--- config.mk ---
export PLATFORM = sky130hd
export DESIGN_NAME = r8_booth_seq_mult_flat
export DESIGN_NICKNAME = d
export VERILOG_FILES = /design/src/rtl/r8_booth_seq_mult_if.sv /design/src/rtl/r8_booth_seq_mult.sv /design/src/flat_wrapper.sv
export SDC_FILE = /design/constraint.sdc
export NUM_CORES = 1
export LEC_CHECK = 0
export BUFFER_PORTS_ARGS = -buffer_cell sky130_fd_sc_hd__buf_2
export CAP_MARGIN = 20
export CELL_PAD_IN_SITES_DETAIL_PLACEMENT = 0
export CELL_PAD_IN_SITES_GLOBAL_PLACEMENT = 1
export CORE_AREA = 2 2 102 104
export CTS_BUF_LIST = sky130_fd_sc_hd__clkbuf_16
export DETAILED_ROUTE_END_ITERATION = 10
export DIE_AREA = 0 0 104 106
export PLACE_DENSITY = 0.82
export SETUP_SLACK_MARGIN = 0.3
export SLEW_MARGIN = 15
export SYNTH_ARGS = -nofsm -noshare
export SYNTH_HDL_FRONTEND = slang
export SYNTH_SLANG_ARGS = --single-unit
--- constraint.sdc ---
create_clock -name clk -period 11.49 [get_ports clk]
set_clock_uncertainty 0.15 [all_clocks]
set_input_delay 1.149 -clock clk [delete_from_list [all_inputs] [get_ports clk]]
set_output_delay 1.149 -clock clk [all_outputs]
set_load 0.01 [all_outputs]
--- src/rtl/r8_booth_seq_mult_if.sv ---
// r8_booth_seq_mult_if: operand and product valid/ready channels of the sequential Booth multiplier
interface r8_booth_seq_mult_if #(parameter int N = 8);
   logic           in_valid;
   logic           in_ready;
   logic [N-1:0]   a;
   logic [N-1:0]   b;
   logic           out_valid;
   logic           out_ready;
   logic [2*N-1:0] p;
   modport master (output in_valid, a, b, out_ready, input in_ready, out_valid, p);
   modport slave  (input in_valid, a, b, out_ready, output in_ready, out_valid, p);
endinterface

--- src/rtl/r8_booth_seq_mult.sv ---
// r8_booth_seq_mult: sequential radix-8 Booth multiplier, one digit per clock, shared selector and accumulator
module r8_booth_seq_mult #(
   parameter int N      = 8,
   parameter bit SIGNED = 1
) (
   input  logic                clk,
   input  logic                rst,
   r8_booth_seq_mult_if.slave  s_if,
   output logic                busy_o,
   output logic [4:0]          digit_code_o
);
   localparam int E  = SIGNED ? N : N + 1;
   localparam int D  = (E + 2) / 3;
   localparam int BW = 3 * D;
   localparam int AW = 2 * N + 3;
   localparam int CW = $clog2(D + 1);
   typedef enum logic [1:0] {IDLE, PRE, RUN, DONE} state_e;
   state_e          state_q;
   logic [E-1:0]    x_q;
   logic [E+1:0]    x3_q;
   logic [BW:0]     y_q;
   logic [AW-1:0]   acc_q, acc_d;
   logic [CW-1:0]   cnt_q;
   logic [E-1:0]    a_ext;
   logic [BW-1:0]   b_ext;
   logic [3:0]      y;
   logic [4:0]      code;
   logic signed [AW-1:0] x1_w, x3_w, mag_w, pp_w;
   logic            accept;
   assign a_ext  = SIGNED ? E'($signed(s_if.a)) : E'(s_if.a);
   assign b_ext  = SIGNED ? BW'($signed(s_if.b)) : BW'(s_if.b);
   assign accept = s_if.in_valid & s_if.in_ready;
   // y_q is shifted three places per digit, so the current window always sits in the low four bits
   assign y     = y_q[3:0];
   assign code  = {y[3],
                   ~(y[0] ^ y[1]) & ~(y[1] ^ y[2]) & (y[2] ^ y[3]),
                   (y[0] ^ y[1]) & (y[2] ^ y[3]),
                   ~(y[0] ^ y[1]) & (y[1] ^ y[2]),
                   (y[0] ^ y[1]) & ~(y[2] ^ y[3])};
   assign x1_w  = AW'($signed(x_q));
   assign x3_w  = AW'($signed(x3_q));
   assign mag_w = code[0] ? x1_w : code[1] ? x1_w <<< 1 : code[2] ? x3_w : code[3] ? x1_w <<< 2 : '0;
   assign pp_w  = code[4] ? -mag_w : mag_w;
   assign acc_d = acc_q + ($unsigned(pp_w) << (3 * cnt_q));
   assign s_if.in_ready  = (state_q == IDLE) | ((state_q == DONE) & s_if.out_ready);
   assign s_if.out_valid = state_q == DONE;
   assign s_if.p         = acc_q[2*N-1:0];
   assign busy_o         = (state_q == PRE) | (state_q == RUN);
   assign digit_code_o   = (state_q == RUN) ? code : 5'd0;
   always_ff @(posedge clk or posedge rst) begin
      if (rst) begin
         state_q <= IDLE;
         x_q     <= '0;
         x3_q    <= '0;
         y_q     <= '0;
         acc_q   <= '0;
         cnt_q   <= '0;
      end else begin
         if (accept) begin
            x_q     <= a_ext;
            y_q     <= {b_ext, 1'b0};
            state_q <= PRE;
         end else if (state_q == DONE && s_if.out_ready) begin
            state_q <= IDLE;
         end
         if (state_q == PRE) begin
            x3_q    <= {x_q[E-1], x_q[E-1], x_q} + {x_q[E-1], x_q, 1'b0};
            cnt_q   <= '0;
            acc_q   <= '0;
            state_q <= RUN;
         end
         if (state_q == RUN) begin
            acc_q   <= acc_d;
            y_q     <= y_q >> 3;
            cnt_q   <= cnt_q + 1'b1;
            state_q <= (cnt_q == CW'(D - 1)) ? DONE : RUN;
         end
      end
   end
endmodule
--- src/flat_wrapper.sv ---
// flat-port wrapper written by rule: the top's interface ports become plain ports
module r8_booth_seq_mult_flat 
#(
   parameter int N      = 8,
   parameter bit SIGNED = 1
)
  (clk, rst, busy_o, digit_code_o, s_if_in_valid, s_if_a, s_if_b, s_if_out_ready, s_if_in_ready, s_if_out_valid, s_if_p);
  r8_booth_seq_mult_if #(.N(N)) s_if_i ();
  input  logic clk;
  input  logic rst;
  output logic busy_o;
  output logic [4:0] digit_code_o;
  input wire logic [$bits(s_if_i.in_valid)-1:0] s_if_in_valid;
  input wire logic [$bits(s_if_i.a)-1:0] s_if_a;
  input wire logic [$bits(s_if_i.b)-1:0] s_if_b;
  input wire logic [$bits(s_if_i.out_ready)-1:0] s_if_out_ready;
  output wire logic [$bits(s_if_i.in_ready)-1:0] s_if_in_ready;
  output wire logic [$bits(s_if_i.out_valid)-1:0] s_if_out_valid;
  output wire logic [$bits(s_if_i.p)-1:0] s_if_p;
  assign s_if_i.in_valid = s_if_in_valid;
  assign s_if_i.a = s_if_a;
  assign s_if_i.b = s_if_b;
  assign s_if_i.out_ready = s_if_out_ready;
  assign s_if_in_ready = s_if_i.in_ready;
  assign s_if_out_valid = s_if_i.out_valid;
  assign s_if_p = s_if_i.p;
  r8_booth_seq_mult #(.N(N), .SIGNED(SIGNED)) u_core (.clk(clk), .rst(rst), .s_if(s_if_i), .busy_o(busy_o), .digit_code_o(digit_code_o));
endmodule
==> results_dict.tcl <==
set metrics [dict create \
    path_clk_slew_ns 0.08 \
    criticalPathCategory "flip-flop to flip-flop" \
    worst_pin_slew_ns 1.022 \
    synth_edf_count 0 \
    grtUsageTotal_pct 22.80 \
    dp_hpwl_um 8841 \
    r2r_setup_slack_ns 5.12 \
    ant_nets 0 \
    r2r_cells 20 \
    drc 0 \
    hold_viol_final 0 \
    area_delta_synth_final_pct 7.245 \
    gp_congestion 0.8896 \
    hold_class "flip-flop to flip-flop" \
    rows 37 \
    cp_slowest_cell "dfrtp_1" \
    chipWidth_um 104 \
    finalCriticalPeriod_ns 6.374 \
    core_um2 10000 \
    final_layout_size_suffix_gt1_share_pct 17.74 \
    cp_slowest_stage_delay_ns 1.00 \
    synthXorXnorAreaFrac_pct 4.700 \
    drtIter0Drc 254 \
    grt_pass1_wl_um 20650 \
    synth-compound-area-share_pct 27.86 \
    min_to "u_core.y_q[4]" \
    drv_cap 0 \
    cts_tree "done" \
    via_per_inst 5.940 \
    path_max_fanout 31 \
    synth-seq-area-share_pct 24.41 \
    cts_root_buf "clkbuf_16" \
    multi_input_area_um2 3278 \
    fin_ws_ns 5.116 \
    required_ns 11.54 \
    cp-end-kind "flip-flop" \
    slew_viol_final 0 \
    io_pins 44 \
    synth-simple-area-share_pct 18.10 \
    synthMuxAreaShare_pct 8.232 \
    yosys.area.top_type "dfrtp_1" \
    holdPathStages 2 \
    synth_warnings 0 \
    synth_cell_types 88 \
    synthCells 574 \
    grt_max_degree 48 \
    crit_path_cell_trace "xnor2_1 > nor2_2 > a221o_2 > ha_1 > nand2_2 > or4_1 > nand2_1 > o21ai_0 > a32o_1 > mux2i_1 > mux2_2 > nor2_1 > ha_1 > inv_1 > or3_1 > o211ai_1 > a41oi_1 > or3_1 > and2_4 > o311ai_2" \
    post_cts_buffers 0 \
    cts-buffers-inserted 5 \
    synth_adder_area_share_pct 9.140 \
    synth_top_area_share_pct 24.41 \
    synth.avg_cell_area_um2 8.394 \
    dieArea_um2 11020 \
    finalNetCount 645 \
    vias 4324 \
    register_area_um2 1176 \
    synth_area_leaders "dfrtp_1 24%, ha_1 8.3%, mux2_2 4.7%" \
    port_buffers 43 \
    rsz0062_at_grt "false" \
    fmax_mhz 156.9 \
    gr-total-overflow 0 \
    crit_path_start_kind "flip-flop" \
    drtPass1Iterations 5 \
    run_status "finished, final reports clean" \
    r2r_end "u_core.acc_q[15]" \
    antenna_found_initial 0 \
    dp_cells 719 \
    cts_resized 0 \
    synth_nets 628 \
    cts_buffer_depth 2 \
    final.setup.tns_ns 0 \
    async_flop_share_pct 100.0 \
    wl_per_cell_um 16.85 \
    fillers 988 \
    die_y_um 106 \
    synth_area_um2 4818 \
    synth_top_family_by_area "compound AO/OA/AOI/OAI gates" \
    hold_slack_ns 0.3347 \
    synth_ff_type "dfrtp_1" \
    insertion_delay_ns 0.29 \
    maxSlewHeadroom_pct 31.69 \
    finalWirelength_um 12270 \
    min_from "u_core.y_q[7]" \
    postCtsHoldBufs 0 \
    rr_startpoint "u_core.y_q[1]" \
    grt_pass1_vias 4054 \
    dp_slack_ns 5.260 \
    crit_arrival_ns 6.42 \
    finalNonFillerCells 728 \
    fin_crit_sh_pct 55.48 \
    insertedDiodeCount 0 \
    numClockSinks 47 \
    h-tree-depth 2 \
    ys_ff_latch 47 \
    start_util_pct 48.19 \
    finalSetupViolations 0 \
]
## state kept, by name (all words and copies together), names as in the netlist
| signal | cells |
|---|---|
| u_core.x_q | 8 |
| u_core.x3_q | 10 |
| u_core.cnt_q | 2 |
| u_core.state_q | 2 |
| u_core.y_q | 9 |
| u_core.acc_q | 16 |
## cells in the mapped netlist (all sizes together), types with 4 or more instances
library cell and instances:
nor2 50, dfrtp 47, o21ai 43, a21oi 40, inv 38, nand2 38
ha 32, mux2 21, nor3 21, buf 20, o22ai 18, mux2i 16
xnor2 16, clkbuf 15, nand3 14, a211oi 10, a21o 9, nand2b 9
xor2 9, and2 8, or3 8, a31oi 7, o21a 7, o21bai 7
o311ai 5, a311oi 4, nand4 4, nor2b 4, o221ai 4
## layout by cell type (no fill, tap or decap), types with 3 or more instances in the layout
cell / n
o21ai_1: 5
o21ai_0: 36
nor3_1: 19
or3_1: 4
inv_1: 37
o22ai_1: 18
a21oi_1: 39
nor2_1: 48
o211ai_1: 3
mux2_2: 20
ha_1: 32
or3_2: 4
a31oi_1: 7
buf_2: 43
nand2_1: 36
nor2b_1: 4
a311oi_1: 4
a211oi_1: 9
a32oi_1: 3
o221ai_1: 4
mux2i_1: 16
clkbuf_16: 5
xor2_1: 8
nand3_1: 13
o2bb2ai_1: 3
a21o_1: 9
a32o_1: 3
o21a_1: 7
nand4_1: 4
xnor2_1: 16
and2_1: 6
nand2b_1: 9
dfrtp_1: 47
o21bai_1: 7
## per-stage QoR
step	cell area (um2)	utilization [%]
floorplan	4818	-
detailed placement	4994	49.94
global placement	4994	49.94
CTS	5147	51.48
finish	5167	51.68
global route	5167	51.68
## logic make-up after synthesis
| family | count (synthesis) |
|---|---|
| adders and majority gates | 34 |
| AOI/OAI and AO/OA | 189 |
| xor gates and xnor gates | 25 |
| buffers and inverters | 74 |
| and+or+nand+nor | 168 |
| DFF | 47 |
| muxes | 37 |
## critical path, delay by kind of cell (launching register included)
family | cells | cell delay [ns]
adder cells (fa/ha/maj) | 2 | 0.64
buffers and inverters | 1 | 0.07
multiplexers | 2 | 0.47
AO/OA/AOI/OAI | 6 | 1.27
AND/OR/NAND/NOR | 8 | 2.26
XOR/XNOR | 1 | 0.41
flip-flops | 1 | 1.00
## final cells by class
| cell class | instances | area share [%] |
|---|---|---|
| Clock buffer | 5 | 2.421 |
| Timing Repair Buffer | 45 | 4.697 |
| Multi-Input combinational cell | 453 | 63.44 |
| Tap cell | 136 | 3.293 |
| Clock inverter | 3 | 0.5569 |
| Sequential cell | 47 | 22.76 |
| Inverter | 39 | 2.833 |
## worst max path at each step
stage / start / slack (ns) / to / depth (start not counted)
4_1_cts: u_core.y_q[1] / 5.23 / u_core.acc_q[15] / 20
6_report: u_core.y_q[1] / 5.12 / u_core.acc_q[15] / 20
3_5_place_dp: u_core.y_q[1] / 5.26 / u_core.acc_q[15] / 20
2_1_floorplan: u_core.y_q[2] / 6.42 / u_core.acc_q[15] / 21
3_3_place_gp: u_core.y_q[1] / 5.27 / u_core.acc_q[15] / 20
5_1_grt: u_core.cnt_q[0] / 4.62 / u_core.acc_q[14] / 20
## per-layer routing
| metal | up-vias | wire (um) | global-route usage [%] |
|---|---|---|---|
| met4 | 0 | 112 | 4.923 |
| met1 | 2054 | 6031 | 33.73 |
| met5 | - | 0 | 0 |
| met2 | 119 | 5553 | 36.14 |
| met3 | 9 | 569 | 2.269 |
| li1 | 2142 | - | - |
Power is not shown: default switching activity piles up to over one toggle a cycle in this logic, so the estimate is an artifact.
